**config.mk**
```make
export PLATFORM = sky130hd
export DESIGN_NAME = iot_seq
export DESIGN_NICKNAME = d
export VERILOG_FILES = /design/src/rtl/iot_seq.sv
export SDC_FILE = /design/constraint.sdc
export NUM_CORES = 1
export LEC_CHECK = 0
export ABC_CLOCK_PERIOD_IN_PS = 3400
export BUFFER_PORTS_ARGS = -buffer_cell sky130_fd_sc_hd__buf_2
export CORE_MARGIN = 8
export CORE_UTILIZATION = 61
export CTS_BUF_LIST = sky130_fd_sc_hd__clkbuf_8 sky130_fd_sc_hd__clkbuf_16
export DETAILED_ROUTE_END_ITERATION = 10
export PLACE_DENSITY = 0.89
export SLEW_MARGIN = 25
export SYNTH_ARGS = -nofsm -noshare
export SYNTH_HDL_FRONTEND = slang
export SYNTH_SLANG_ARGS = --single-unit
```
**constraint.sdc**
```tcl
create_clock -name clk -period 3.4 [get_ports clk]
set_clock_uncertainty 0.05 [all_clocks]
set_input_delay 0.17 -clock clk [delete_from_list [all_inputs] [get_ports clk]]
set_output_delay 0.17 -clock clk [all_outputs]
set_load 0.03 [all_outputs]
```
**src/rtl/iot_seq.sv**
```systemverilog
// iot_seq: counter-based IOT timing sequencer producing setup/reset levels,
// T2/T3A/T4 pulses, a parallel restart interval ending in T3, and the bus drive strobe.
module iot_seq #(
  parameter int INIT_CYC    = 50,
  parameter int FINAL_CYC   = 75,
  parameter int RESET_CYC   = 100,
  parameter int RESTART_CYC = 50,
  parameter int CW          = 8
) (
  input  logic clk,
  input  logic reset,
  input  logic iot_start,
  input  logic iot_abort,
  output logic iot_init_setup,
  output logic iot_t2,
  output logic iot_final_setup,
  output logic iot_t3a,
  output logic iot_reset,
  output logic iot_t4,
  output logic iot_restart,
  output logic iot_t3,
  output logic iot_drive,
  output logic drive_edge,
  output logic busy
);
  typedef enum logic [2:0] {IDLE, INIT, T2, FINAL, T3A, RST, T4} state_e;
  typedef enum logic [1:0] {R_IDLE, R_RUN, R_T3} rstate_e;

  state_e        state_q, state_d;
  rstate_e       rstate_q, rstate_d;
  logic [CW-1:0] cnt_q, cnt_d, rcnt_q, rcnt_d;
  logic          init_q, init_d, t2_q, t2_d, final_q, final_d, t3a_q, t3a_d;
  logic          rlvl_q, rlvl_d, t4_q, t4_d, restart_q, restart_d, t3_q, t3_d;
  logic          busy_q, busy_d, drive_q, drive_d;
  logic          cnt_z, rcnt_z;

  assign cnt_z  = cnt_q == '0;
  assign rcnt_z = rcnt_q == '0;

  always_ff @(posedge clk or negedge reset) begin
    if (!reset) begin
      state_q   <= IDLE;
      rstate_q  <= R_IDLE;
      cnt_q     <= '0;
      rcnt_q    <= '0;
      init_q    <= 1'b0;
      t2_q      <= 1'b0;
      final_q   <= 1'b0;
      t3a_q     <= 1'b0;
      rlvl_q    <= 1'b0;
      t4_q      <= 1'b0;
      restart_q <= 1'b0;
      t3_q      <= 1'b0;
      busy_q    <= 1'b0;
      drive_q   <= 1'b0;
    end else begin
      state_q   <= state_d;
      rstate_q  <= rstate_d;
      cnt_q     <= cnt_d;
      rcnt_q    <= rcnt_d;
      init_q    <= init_d;
      t2_q      <= t2_d;
      final_q   <= final_d;
      t3a_q     <= t3a_d;
      rlvl_q    <= rlvl_d;
      t4_q      <= t4_d;
      restart_q <= restart_d;
      t3_q      <= t3_d;
      busy_q    <= busy_d;
      drive_q   <= drive_d;
    end
  end

  always_comb begin
    state_d = state_q;
    cnt_d   = cnt_z ? '0 : cnt_q - 1'b1;
    case (state_q)
      IDLE: begin
        cnt_d = '0;
        if (iot_start && !busy_q) begin
          state_d = INIT;
          cnt_d   = CW'(INIT_CYC - 1);
        end
      end
      INIT:  state_d = cnt_z ? T2 : INIT;
      T2: begin
        state_d = FINAL;
        cnt_d   = CW'(FINAL_CYC - 1);
      end
      FINAL: state_d = cnt_z ? T3A : FINAL;
      T3A: begin
        state_d = RST;
        cnt_d   = CW'(RESET_CYC - 1);
      end
      RST:   state_d = cnt_z ? T4 : RST;
      default: state_d = IDLE;
    endcase
    if (iot_abort) begin
      state_d = IDLE;
      cnt_d   = '0;
    end
  end

  // restart interval is launched by the main FSM passing through T2
  always_comb begin
    rstate_d = rstate_q;
    rcnt_d   = rcnt_z ? '0 : rcnt_q - 1'b1;
    case (rstate_q)
      R_IDLE: if (state_q == T2) begin
        rstate_d = R_RUN;
        rcnt_d   = CW'(RESTART_CYC - 1);
      end
      R_RUN:   rstate_d = rcnt_z ? R_T3 : R_RUN;
      default: rstate_d = R_IDLE;
    endcase
    if (iot_abort) begin
      rstate_d = R_IDLE;
      rcnt_d   = '0;
    end
  end

  // outputs are registered from the next state so they align with the state itself
  always_comb begin
    init_d    = state_d == INIT;
    t2_d      = state_d == T2;
    final_d   = state_d == FINAL;
    t3a_d     = state_d == T3A;
    rlvl_d    = state_d == RST;
    t4_d      = state_d == T4;
    restart_d = rstate_d == R_RUN;
    t3_d      = rstate_d == R_T3;
    busy_d    = state_d != IDLE || rstate_d != R_IDLE;
    drive_d   = iot_drive;
  end

  assign iot_init_setup  = init_q;
  assign iot_t2          = t2_q;
  assign iot_final_setup = final_q;
  assign iot_t3a         = t3a_q;
  assign iot_reset       = rlvl_q;
  assign iot_t4          = t4_q;
  assign iot_restart     = restart_q;
  assign iot_t3          = t3_q;
  assign busy            = busy_q;
  assign iot_drive       = init_q | t2_q | final_q;
  assign drive_edge      = iot_drive & ~drive_q;
endmodule

```
* After elaboration in Yosys (flattened, before gate mapping) *
Cells that the tools add are included.

word-level totals
  bits in registers = 31
  memory bits (read-only) = 0
  latch bits = 0
  input port bits = 4
  memories kept = 0
  RAM bits = 0
  logic and storage cells = 61

cells by class
  $add $sub $neg = 2
  mux-type cells = 18
  div/mod/pow operators = 0
  reduce and logical (&&, ||, !) cells = 9
  equality and inequality tests = 14
  multiply operators = 0
  $lt $le $gt $ge = 0
  shift operators = 0
  bitwise operators = 4

operator list
  cell                                                                   number
  8-bit 2-to-1 mux                                                       6
  8-bit case mux with 3 select lines                                     1
  3-bit case mux with 6 select lines                                     1
  8-bit zero test                                                        2
  8-bit by 1-bit subtractor with 8-bit output, second input constant     2
  3-bit equality test, second input constant                             5
  3-bit by 2-bit equality test with 1-bit output, second input constant  4
  2-bit 2-to-1 mux                                                       5
  3-bit 2-to-1 mux                                                       3
  3-bit by 1-bit equality test with 1-bit output, second input constant  2
  6-bit 2-to-1 mux                                                       1
  2-bit by 1-bit equality test with 1-bit output, second input constant  2
  2-bit case mux with 2 select lines                                     1
  3-bit zero test                                                        1
  3-bit nonzero test                                                     1
  2-bit equality test, second input constant                             1
  2-bit zero test                                                        1
  1-bit OR                                                               2
  2-bit nonzero test                                                     1
  1-bit AND                                                              1
  1-bit logical AND                                                      1
  1-bit zero test                                                        1
  1-bit logical OR                                                       1
  1-bit NOT                                                              1

* Logic depth before layout (Yosys ltp) *
Gate-level depths: netlist of the first run.

  depth after elaboration = 7
  depth in mapped cells = 6

* Least setup slack after synthesis of the first run *
OpenSTA, ideal clock, no wires.

  path type = reg2reg
  from = register cnt_q[3]
  to = register state_q[1]
  arrival time = 1742 ps
  cell stages (with the launch flop) = 5
  library setup time = 72 ps
  clock period less this slack = 1865 ps
  setup slack = 1535 ps
  cell sequence = dfrtp_1 > or4_4 > nor4b_4 > mux2_1 > nor2_1

between the ends
  longest elaborated chain between the ends = 4

RTL lines
  element                                                      RTL line    source
  start, declared                                              31          logic [CW-1:0] cnt_q, cnt_d, rcnt_q, rcnt_d;
  start signal, assigned                                       59          cnt_q <= cnt_d;
  8-bit zero test (*)                                          37          assign cnt_z = cnt_q == '0;
  2-bit 2-to-1 mux / 3-bit 2-to-1 mux (equally long branches)  85, 95, 90
  3-bit case mux with 6 select lines (*)                       77          case (state_q)
  3-bit 2-to-1 mux (*)                                         98          if (iot_abort) begin
  net state_d[1]                                               29          state_e state_q, state_d;
  end signal, assigned                                         57          state_q <= state_d;
  end, declared                                                29

Mark *: on every way through the listed nets, which the timed path passes. The rest lies on a longest branch.

* Worst setup path after layout of the first run *
Same ends and word-level chain as after synthesis.

==> run summary, run 1 <==
RUN STATUS
----------------------------------------------------------------------------------
Run status                                                            finished clean

LOGIC SYNTHESIS
----------------------------------------------------------------------------------
Post-synthesis compound-gate area fraction                                   0.107
Cell count after synthesis                                                     145
Avg Inst Size Synth                                                       10.3 µm²
Share of cell area taken by muxes after synthesis                           0.0143
Dominant combinational cell family by area after synthesis            simple AND/OR/NAND/NOR gates
Cell Area, Synth                                                          1490 µm²
Primary flip-flop cell chosen by synthesis mapping                    sky130_fd_sc_hd__dfrtp_1
Seq/Total Area, Yosys                                                        0.521
Simple-gate area share of the yosys netlist                                  0.274
Xor and xnor area share after synthesis                                     0.0353
Yosys warns                                                                      0
Net Count, Synth                                                               152
Fraction of synthesis flops using an asynchronous set or reset pin            1.00
Flop and latch count out of synthesis                                           31
Adder-cell share of the synthesized area                                    0.0252
Number of enable flip-flop cells after synthesis                                 0
Unique masters post-synth                                                       37

CLOCK TREE
----------------------------------------------------------------------------------
Clk Tree Root Cell                                                    sky130_fd_sc_hd__clkbuf_8
Max clock buf depth                                                              2
Clock tree from TritonCTS                                                     done
Clock Pin Slew Worst Setup and Hold Paths                                    70 ps
Number of clock buffers inserted by TritonCTS                                    5
Total setup buffers inserted after CTS                                           0
Number of sinks on the clock net                                                31
H-tree depth reported by CTS                                                     2
Insertion delay to the later sink of the worst-skew pair                    290 ps

TIMING
----------------------------------------------------------------------------------
Max Fclk                                                                 0.495 GHz
Unrepaired setup endpoints after global routing                              false
Crit share post-route                                                        0.594
Sum of negative setup slack                                                   0 ps
Number of failing hold endpoints at the final stage                              0
Final critical path time including I/O delays and setup                    2020 ps
Slew at the pin closest to its max-slew limit                               669 ps
Max-slew violations                                                              0
Final setup violation count                                                      0
Headroom to the max-slew limit                                               0.554

GLOBAL ROUTE
----------------------------------------------------------------------------------
Maximum number of pins on one net before global-route repair                    32
Wire length of the first global-routing pass                               5210 µm
Total congestion overflow after global routing                                   0
GRT Util Overall                                                             0.157
Antenna violations before repair                                                 0
Via count of the first global-routing pass                                    1131

DRT
----------------------------------------------------------------------------------
Remaining number of nets flagged by the antenna check after routing              0
DRC errors left                                                                  0
Routed wire length per instance                                            15.7 µm
Number of DRC violations after detailed-routing iteration 0                     86
Routed WL                                                                  3050 µm
Router iterations before antenna repair                                          4
Detailed-route vias per instance                                              5.89
Total vias in the final route                                                 1142

PLACE
----------------------------------------------------------------------------------
Half-perimeter wire length after placement                                 2120 µm
Port Buf Inserts                                                                14
RePlAce Congestion                                                           0.851
Placed Instances                                                               185
Area of placed instances                                                  1580 µm²

CRITICAL PATH
----------------------------------------------------------------------------------
Cell with the largest stage delay on the worst path                   sky130_fd_sc_hd__or4_4
Ordered list of cells on the worst path                               or4_4 -> nor4b_4 -> mux2_1 -> nor2_1
Top Family by Delay on Critical Path                                  simple AND/OR/NAND/NOR gates
Highest net fanout along the worst path                                          6
Critical path buffers and inverters                                              0
Critical path capture point type                                              flop
Endpoint required time on the critical path                                3570 ps
Kind of launch point of the worst setup path                                  flop
Worst setup path startpoint                                               cnt_q[3]
WP data arrival                                                            2190 ps
WS Path Type                                                          flop to flop
Worst reg2reg path startpoint                                             cnt_q[3]
Longest individual stage delay on the worst path                            590 ps

POWER
----------------------------------------------------------------------------------
Total power divided by cell area                                        967 nW/µm²
Peak supply drop                                                            770 µV
PnR Total Power                                                            1.65 mW
P_leak                                                                    0.828 nW

JOB
----------------------------------------------------------------------------------
Max Cap Viol                                                                     0

FLOORPLAN
----------------------------------------------------------------------------------
# IOs                                                                           15
Width of the die                                                           65.4 µm
Initial core utilization                                                     0.623
DIE HEIGHT                                                                 65.4 µm
Core region area                                                          2390 µm²
Row cnt                                                                         18
Die Footprint                                                             4280 µm²

FINISH
----------------------------------------------------------------------------------
Share of cells above drive strength 1                                        0.177
Count of non-filler cells in the finished layout                               194
Post-route cell area                                                      1710 µm²
Filler instances                                                               173
Synthesis-to-layout area growth                                              14.8%
Antenna cells                                                                    0
Number of nets in the final layout                                             170

HOLD PATH
----------------------------------------------------------------------------------
Critical hold path startpoint                                            iot_start
Class of the tightest hold or removal check                           input port to flop

-- final timing paths --
kind,slack (ps),depth (start not counted),to
max reg2reg,1380,4,state_q[1]
min in group asynchronous,400,2,cnt_q[0]
min reg2reg,470,1,drive_q
max in group asynchronous,2460,2,cnt_q[7]
max,1380,4,state_q[1]
min,210,3,cnt_q[4]
-- cell usage in the layout, fill, tap and decap left out, types with 5 or more instances in the layout --
cell	Yosys	routed
sky130_fd_sc_hd__nor2_1	20	20
sky130_fd_sc_hd__nor3_1	8	8
sky130_fd_sc_hd__a21oi_1	7	7
sky130_fd_sc_hd__dfrtp_1	31	31
sky130_fd_sc_hd__nand2_1	7	7
sky130_fd_sc_hd__buf_2	0	14
sky130_fd_sc_hd__o21ai_0	5	5
sky130_fd_sc_hd__nand2b_1	10	10
sky130_fd_sc_hd__clkbuf_8	0	6
sky130_fd_sc_hd__inv_1	5	5
sky130_fd_sc_hd__and3_1	5	5
-- per-stage QoR --
step	util	hold slack [ps]	worst slack, ps
finish	0.715	206	1380
floorplan	-	-176	1540
global route	0.715	198	1320
global placement	0.662	178	1490
detailed placement	0.662	190	1410
CTS	0.715	204	1400
-- cell usage after synthesis, types with 4 or more instances --
master                     instances  area, µm²
sky130_fd_sc_hd__nor3_1            8       40.0
sky130_fd_sc_hd__nand2_1           7       26.3
sky130_fd_sc_hd__inv_1             5       18.8
sky130_fd_sc_hd__dfrtp_1          31        776
sky130_fd_sc_hd__and3_1            5       31.3
sky130_fd_sc_hd__a21oi_1           7       35.0
sky130_fd_sc_hd__nor2_1           20       75.1
sky130_fd_sc_hd__o21ai_0           5       25.0
sky130_fd_sc_hd__nand2b_1         10       62.6
sky130_fd_sc_hd__clkbuf_1          4       15.0
-- kinds of logic (layout without fill, tap and decap cells) --
family	Yosys count	in the layout
flip-flops	31	31
adder cells (fa/ha/maj)	3	3
buffers and inverters	9	28
AND/OR/NAND/NOR	70	70
AO/OA/AOI/OAI	24	24
XOR/XNOR	6	6
multiplexers	2	2
-- worst register-to-register path, stage by stage, from the launching register on --
cell and delay [ps]:
sky130_fd_sc_hd__dfrtp_1 440, sky130_fd_sc_hd__or4_4 590, sky130_fd_sc_hd__nor4b_4 420, sky130_fd_sc_hd__mux2_1 360
sky130_fd_sc_hd__nor2_1 90
-- flip-flops by register name, indices dropped and copies added, names as in the netlist, 2 cells and up --
name and count:
state_q 3, cnt_q 8, rcnt_q 8, rstate_q 2
-- where the power goes --
part / internal [mW] / leakage (nW) / switching [mW]
Combinational: 0.288 / 0.349 / 0.416
Sequential: 0.467 / 0.417 / 0.103
Clock: 0.237 / 0.0612 / 0.141
Total: 0.992 / 0.828 / 0.659
-- timing repair --
item | 4_1_cts | 5_1_grt
gates resized for setup | 0 | 0
hold endpoints to repair | 31 | 0
hold buffers | 1 | 0
-- layer usage --
layer / wire length [µm] / part of all wire / track usage / up-vias
met1: 1270 / 0.42 / 0.180 / 560
li1: - / - / - / 544
met2: 1540 / 0.50 / 0.252 / 33
met5: 0 / 0 / 0 / -
met3: 209 / 0.069 / 0.0697 / 5
met4: 31 / 0.010 / 0.0599 / 0
-- area by class of cell --
cell class	count	area (µm²)	share of cell area
multi-input combinational	105	678	0.397
clock buffer	6	82.6	0.0484
sequential	31	776	0.454
timing repair buffer	15	80.1	0.0469
clock inverter	2	35.0	0.0205
tap	30	37.5	0.0220
inverter	5	18.8	0.0110
(Power assumes the default switching activity.)
==> run 2, diff against run 1 <==
--- a/config.mk
+++ b/config.mk
@@ -5,13 +5,14 @@
 export SDC_FILE = /design/constraint.sdc
 export NUM_CORES = 1
 export LEC_CHECK = 0
-export ABC_CLOCK_PERIOD_IN_PS = 3400
+export ABC_AREA = 1
+export ABC_CLOCK_PERIOD_IN_PS = 1900
 export BUFFER_PORTS_ARGS = -buffer_cell sky130_fd_sc_hd__buf_2
 export CORE_MARGIN = 8
-export CORE_UTILIZATION = 61
+export CORE_UTILIZATION = 57
 export CTS_BUF_LIST = sky130_fd_sc_hd__clkbuf_8 sky130_fd_sc_hd__clkbuf_16
 export DETAILED_ROUTE_END_ITERATION = 10
-export PLACE_DENSITY = 0.89
+export PLACE_DENSITY = 0.84
 export SLEW_MARGIN = 25
 export SYNTH_ARGS = -nofsm -noshare
 export SYNTH_HDL_FRONTEND = slang
==> constraint.sdc (replaced) <==
create_clock -name clk -period 1.9 [get_ports clk]
set_clock_uncertainty 0.05 [all_clocks]
set_input_delay 0.095 -clock clk [delete_from_list [all_inputs] [get_ports clk]]
set_output_delay 0.095 -clock clk [all_outputs]
set_load 0.03 [all_outputs]
==> run 2 against run 1 <==
Maximum frequency rose by 28%; non-clock buffer count grew 1; clock power grew 22%; combinational power grew 110%; power grew 79%; largest cell class unchanged; highest routed layer unchanged.
==> run summary, run 2 <==
RUN STATUS
----------------------------------------------------------------------------------
Run status                                                            finished clean

FLOORPLAN
----------------------------------------------------------------------------------
Die Footprint                                                             4600 µm²
DIE HEIGHT                                                                 67.9 µm
# IOs                                                                           15
Initial core utilization                                                     0.576
Row cnt                                                                         19
Core region area                                                          2660 µm²
Width of the die                                                           67.9 µm

DRT
----------------------------------------------------------------------------------
Routed wire length per instance                                            13.1 µm
Remaining number of nets flagged by the antenna check after routing              0
Router iterations before antenna repair                                          4
Detailed-route vias per instance                                              5.32
Routed WL                                                                  3030 µm
Number of DRC violations after detailed-routing iteration 0                     55
DRC errors left                                                                  0
Total vias in the final route                                                 1228

GLOBAL ROUTE
----------------------------------------------------------------------------------
Antenna violations before repair                                                 0
Total congestion overflow after global routing                                   0
Via count of the first global-routing pass                                    1277
Maximum number of pins on one net before global-route repair                    32
GRT Util Overall                                                             0.153
Wire length of the first global-routing pass                               5320 µm

POWER
----------------------------------------------------------------------------------
P_leak                                                                    0.955 nW
Net Switching                                                              1.34 mW
Peak supply drop                                                           1200 µV
Internal Power                                                             1.61 mW
Clock network fraction of total power                                        0.156
Switching Fraction                                                           0.454
Total power divided by cell area                                       1690 nW/µm²
Combinational share of power                                                 0.502
Share of total power in sequential cells                                     0.342

PLACE
----------------------------------------------------------------------------------
Port Buf Inserts                                                                14
Placement-stage worst setup slack                                           340 ps
RePlAce Congestion                                                           0.886
Area of placed instances                                                  1640 µm²
Half-perimeter wire length after placement                                 2350 µm

TIMING
----------------------------------------------------------------------------------
Final setup violation count                                                      0
Slew at the pin closest to its max-slew limit                               662 ps
Sum of negative setup slack                                                   0 ps
Crit share post-route                                                        0.830
Headroom to the max-slew limit                                               0.559
Worst hold margin                                                          55.8 ps
Setup ws final                                                              324 ps
Final critical path time including I/O delays and setup                    1580 ps
Number of failing hold endpoints at the final stage                              0
Unrepaired setup endpoints after global routing                              false
Max Fclk                                                                 0.634 GHz
Max-slew violations                                                              0

LOGIC SYNTHESIS
----------------------------------------------------------------------------------
Net Count, Synth                                                               183
Most frequent cells after synthesis                                   31 x sky130_fd_sc_hd__dfrtp_1, 24 x sky130_fd_sc_hd__inv_1, 24 x sky130_fd_sc_hd__nand2_1, 22 x sky130_fd_sc_hd__nor2_1, 17 x sky130_fd_sc_hd__nand3_1
Primary flip-flop cell chosen by synthesis mapping                    sky130_fd_sc_hd__dfrtp_1
Cell count after synthesis                                                     176
Cell with the most instances after synthesis                          sky130_fd_sc_hd__dfrtp_1
Number of enable flip-flop cells after synthesis                                 0
Dominant cells by area after synthesis                                sky130_fd_sc_hd__dfrtp_1 51%, sky130_fd_sc_hd__inv_1 5.9%, sky130_fd_sc_hd__nand2_1 5.9%, sky130_fd_sc_hd__nand3_1 5.6%, sky130_fd_sc_hd__nor2_1 5.4%
Seq/Total Area, Yosys                                                        0.506
Avg Inst Size Synth                                                       8.71 µm²
Flop and latch count out of synthesis                                           31
Yosys warns                                                                      0
Top-area cell type share of the netlist area                                 0.506
Unique masters post-synth                                                       24
Fraction of synthesis flops using an asynchronous set or reset pin            1.00
Cell type contributing the most total cell area after synthesis       sky130_fd_sc_hd__dfrtp_1
Cell Area, Synth                                                          1530 µm²

CRITICAL PATH
----------------------------------------------------------------------------------
WP data arrival                                                            1730 ps
WS Path Type                                                          flop to flop
Endpoint required time on the critical path                                2050 ps
Critical path capture point type                                              flop
Kind of launch point of the worst setup path                                  flop
Highest net fanout along the worst path                                          3

CLOCK TREE
----------------------------------------------------------------------------------
Clock Pin Slew Worst Setup and Hold Paths                                    60 ps
Clock tree from TritonCTS                                                     done
Clk Tree Root Cell                                                    sky130_fd_sc_hd__clkbuf_8
H-tree depth reported by CTS                                                     2
Number of gates resized after cts                                                0
Number of clock buffers inserted by TritonCTS                                    5
Number of sinks on the clock net                                                31
Insertion delay to the later sink of the worst-skew pair                    280 ps
Max clock buf depth                                                              2

JOB
----------------------------------------------------------------------------------
Max Cap Viol                                                                     0

HOLD PATH
----------------------------------------------------------------------------------
Class of the tightest hold or removal check                           input port to flop

FINISH
----------------------------------------------------------------------------------
Area of combinational cells with multiple inputs                           637 µm²
Commonest non-fill, non-tap cell in the layout                        sky130_fd_sc_hd__dfrtp_1
Antenna cells                                                                    0
Synthesis-to-layout area growth                                              13.7%
Leading cell types in the layout, fill and taps excluded              31 x sky130_fd_sc_hd__dfrtp_1, 26 x sky130_fd_sc_hd__inv_1, 24 x sky130_fd_sc_hd__nand2_1
Post-route cell area                                                      1740 µm²
Filler instances                                                               239
Largest registers                                                     cnt_q (8), rcnt_q (8), state_q (3)
Footprint of the flip-flops and latches                                    776 µm²
Share of cells above drive strength 1                                        0.225
Number of nets in the final layout                                             206

==> run 2: cell types whose count changed after synthesis, sizes merged, moves of 6 or more <==
cell | before | now
nor2 | 20 | 26
inv | 5 | 32
nand2 | 7 | 28
nand3 | 0 | 22
nand2b | 10 | 0
nor3 | 9 | 2
==> run 2: per-stage QoR <==
stage / cells / util / power (mW)
2_1_floorplan: 176 / - / 2.17
3_3_place_gp: 221 / 0.617 / 2.42
3_5_place_dp: 221 / 0.617 / 2.49
4_1_cts: 231 / 0.655 / 2.97
5_1_grt: 231 / 0.655 / 3.21
6_report: 231 / 0.655 / 2.95
==> run 2: cells by family after synthesis <==
family	Yosys count	share of synthesized area
and+or+nand+nor	82	0.271
buffers and inverters	32	0.0784
DFF	31	0.506
AOI/OAI and AO/OA	20	0.0743
xor gates and xnor gates	8	0.0457
adders and majority gates	3	0.0245
==> run 2: final timing paths <==
| check | from | to | slack, ps | cells past startpoint |
|---|---|---|---|---|
| hold / removal | iot_start | cnt_q[4] | 60 | 3 |
| setup / recovery | cnt_q[0] | iot_t3a | 320 | 8 |
| max in group asynchronous | reset | iot_t3a | 1030 | 2 |
| min in group asynchronous | reset | drive_q | 340 | 2 |
| setup reg to reg | cnt_q[0] | iot_t3a | 320 | 8 |
| hold reg to reg | rcnt_q[0] | rcnt_q[0] | 420 | 1 |
==> run 2: area by class of cell <==
type | count | share of cell area
clock buffer | 5 | 0.0395
clock inverter | 3 | 0.00718
inverter | 32 | 0.0689
multi-input combinational | 113 | 0.365
sequential | 31 | 0.445
tap | 31 | 0.0223
timing repair buffer | 16 | 0.0517
==> run 2: critical path, stage by stage, from the launching register on <==
cell and delay (ps):
sky130_fd_sc_hd__dfrtp_1 380, sky130_fd_sc_hd__inv_1 110, sky130_fd_sc_hd__ha_1 210, sky130_fd_sc_hd__nand2_1 100
sky130_fd_sc_hd__nor2_2 180, sky130_fd_sc_hd__nand3_2 120, sky130_fd_sc_hd__nand2_1 130, sky130_fd_sc_hd__nand2_2 90
sky130_fd_sc_hd__nor2_1 140
==> run 2: layer usage <==
layer  wire length, µm  vias up  track usage  part of all wire
li1                  -      604            -                 -
met4                93        0       0.0895             0.031
met3               150       14       0.0556             0.049
met2              1630       29        0.277              0.54
met5                 0        -            0                 0
met1              1160      581        0.147              0.38
==> run 2: power by group through the flow <==
stage                     sequential, mW  clock [mW]  combinational (mW)
after floorplan                     1.05           0                1.12
after global placement              1.00           0                1.42
after detailed placement            1.02           0                1.48
after CTS                           1.01       0.474                1.49
after global routing                1.03       0.497                1.68
final                               1.01       0.461                1.48
==> run 2: what timing repair did <==
item	in CTS	in global routing
hold endpoints to repair	32	0
hold buffers	2	0
setup buffers	0	0
==> run 3, diff against run 2 <==
--- a/config.mk
+++ b/config.mk
@@ -5,8 +5,8 @@
 export SDC_FILE = /design/constraint.sdc
 export NUM_CORES = 1
 export LEC_CHECK = 0
-export ABC_AREA = 1
-export ABC_CLOCK_PERIOD_IN_PS = 1900
+export ABC_AREA = 0
+export ABC_CLOCK_PERIOD_IN_PS = 1600
 export BUFFER_PORTS_ARGS = -buffer_cell sky130_fd_sc_hd__buf_2
 export CORE_MARGIN = 8
 export CORE_UTILIZATION = 57
==> constraint.sdc (replaced) <==
create_clock -name clk -period 1.6 [get_ports clk]
set_clock_uncertainty 0.05 [all_clocks]
set_input_delay 0.08 -clock clk [delete_from_list [all_inputs] [get_ports clk]]
set_output_delay 0.08 -clock clk [all_outputs]
set_load 0.03 [all_outputs]
==> run 3 against run 2 <==
Largest power group unchanged; clock-buffer cell count increased by 2; die area decreased by 2.3%; sequential share of layout area decreased by 6.0 points; critical path depth decreased by 4; worst hold slack improved by 62 ps; critical endpoint is now state_q[1]; sequential cell count unchanged; critical path type unchanged; maximum frequency decreased by 13%; power increased by 46%; the flow now finishes with violations (setup timing).
==> run summary, run 3 (synthesized netlist as in run 1, its figures left out) <==
CLOCK TREE
----------------------------------------------------------------------------------
Clock tree from TritonCTS                                                     done
Max clock buf depth                                                              2
Number of clock buffers inserted by TritonCTS                                    5
Number of sinks on the clock net                                                31
H-tree depth reported by CTS                                                     2
Clk Tree Root Cell                                                    sky130_fd_sc_hd__clkbuf_8
Clock Pin Slew Worst Setup and Hold Paths                                    70 ps
Insertion delay to the later sink of the worst-skew pair                    300 ps

FINISH
----------------------------------------------------------------------------------
Synthesis-to-layout area growth                                              35.5%
Final core utilization                                                       0.814
Leading cell types in the layout, fill and taps excluded              31 x sky130_fd_sc_hd__dfrtp_1, 23 x sky130_fd_sc_hd__buf_4, 18 x sky130_fd_sc_hd__nor2_1
Post-route cell area                                                      2020 µm²
Filler instances                                                               143
Largest registers                                                     cnt_q (8), rcnt_q (8), state_q (3)
Commonest non-fill, non-tap cell in the layout                        sky130_fd_sc_hd__dfrtp_1
Number of nets in the final layout                                             197
Antenna cells                                                                    0
Share of cells above drive strength 1                                        0.382

GLOBAL ROUTE
----------------------------------------------------------------------------------
Met2 usage                                                                   0.308
Maximum number of pins on one net before global-route repair                    32
Total congestion overflow after global routing                                   0
Wire length of the first global-routing pass                               5870 µm
Met3 demand-to-capacity share in global routing                             0.0671
Via count of the first global-routing pass                                    1271
GR peak layer                                                                 met2
Met1 GRT Util                                                                0.188
Antenna violations before repair                                                 0
GRT Util Overall                                                             0.178

FLOORPLAN
----------------------------------------------------------------------------------
Die Footprint                                                             4500 µm²
Initial core utilization                                                     0.601
DIE HEIGHT                                                                 67.1 µm
# IOs                                                                           15
Width of the die                                                           67.1 µm
Core region area                                                          2480 µm²
Row cnt                                                                         18

TIMING
----------------------------------------------------------------------------------
Final setup violation count                                                     23
Setup ws final                                                             -220 ps
Slew at the pin closest to its max-slew limit                               681 ps
Max Fclk                                                                 0.549 GHz
Sum of negative setup slack                                               -2350 ps
Final critical path time including I/O delays and setup                    1820 ps
Max-slew violations                                                              0
Unrepaired setup endpoints after global routing                               true
Worst hold margin                                                           117 ps
Headroom to the max-slew limit                                               0.546
Crit share post-route                                                         1.14
Number of failing hold endpoints at the final stage                              0

RUN STATUS
----------------------------------------------------------------------------------
Run status                                                            finished with violations
Violations in the final reports                                       setup timing

PLACE
----------------------------------------------------------------------------------
RePlAce Congestion                                                           0.851
Port Buf Inserts                                                                14
Area of placed instances                                                  1790 µm²
Half-perimeter wire length after placement                                 2500 µm

CRITICAL PATH
----------------------------------------------------------------------------------
Reg2Reg Capture Point                                                   state_q[1]
WP data arrival                                                            2000 ps
Setup slack on the worst flop-to-flop path                                 -220 ps
Worst Reg-to-Reg Cells                                                           4
Critical path capture point type                                              flop
Endpoint required time on the critical path                                1780 ps
Worst setup path startpoint                                               cnt_q[6]
Kind of launch point of the worst setup path                                  flop
Highest net fanout along the worst path                                          3
Worst reg2reg path startpoint                                             cnt_q[6]
WS Path Type                                                          flop to flop

POWER
----------------------------------------------------------------------------------
Total power divided by cell area                                       2130 nW/µm²
Peak supply drop                                                           1780 µV
PnR Total Power                                                            4.30 mW
P_leak                                                                    0.981 nW

DRT
----------------------------------------------------------------------------------
Number of DRC violations after detailed-routing iteration 0                    117
DRC errors left                                                                  0
Router iterations before antenna repair                                          4
Detailed-route vias per instance                                              5.99
Routed wire length per instance                                            19.1 µm
Remaining number of nets flagged by the antenna check after routing              0
Total vias in the final route                                                 1323
Routed WL                                                                  4220 µm

HOLD PATH
----------------------------------------------------------------------------------
Hold path depth                                                                  3
Class of the tightest hold or removal check                           input port to flop
Critical hold path startpoint                                            iot_start
Hold path endpoint                                                        cnt_q[4]

JOB
----------------------------------------------------------------------------------
Max Cap Viol                                                                     0

==> run 3: layer usage <==
layer | up-vias | wire, µm
li1 | 602 | -
met1 | 660 | 1720
met2 | 50 | 2100
met3 | 11 | 286
met4 | 0 | 119
met5 | - | 0
==> run 3: worst max-delay path, stage by stage (launching register included) <==
cell                      delay [ps]
sky130_fd_sc_hd__dfrtp_1         390
sky130_fd_sc_hd__or4_4           590
sky130_fd_sc_hd__nor4b_4         280
sky130_fd_sc_hd__mux2_1          350
sky130_fd_sc_hd__nor2_1           90
==> run 3: where the power goes <==
| part | switching, mW | leakage (nW) | internal, mW |
|---|---|---|---|
| Combinational | 1.30 | 0.508 | 1.15 |
| Clock | 0.308 | 0.0557 | 0.386 |
| Sequential | 0.162 | 0.417 | 0.993 |
| Total | 1.77 | 0.981 | 2.53 |
==> run 3: cell type report <==
cell class | count | area [µm²] | area share
clock buffer | 7 | 96.3 | 0.0478
clock inverter | 1 | 3.75 | 0.00186
inverter | 5 | 18.8 | 0.00931
multi-input combinational | 105 | 786 | 0.390
sequential | 31 | 776 | 0.385
tap | 30 | 37.5 | 0.0186
timing repair buffer | 42 | 298 | 0.148
==> run 3: what timing repair did <==
action / in CTS / in global routing
hold buffers: 1 / 0
hold endpoints to repair: 31 / 0
cloned: 0 / 0
setup endpoints to repair: 19 / 26
pin swaps: 9 / 11
gates resized for setup: 7 / 14
buffers inserted: 2 / 2
==> run 3: through the flow <==
stage,setup WS [ps],std cells
final,-220,221
after global routing,-264,221
after CTS,-169,219
after detailed placement,-149,208
after global placement,-109,208
after floorplan,-194,145
==> run 3: how the worst max path moves through the flow <==
stage                 end  cells after the start
2_1_floorplan  state_q[1]                      4
3_3_place_gp   state_q[1]                      4
3_5_place_dp   state_q[1]                      4
4_1_cts        state_q[1]                      4
5_1_grt        state_q[2]                      5
6_report       state_q[1]                      4
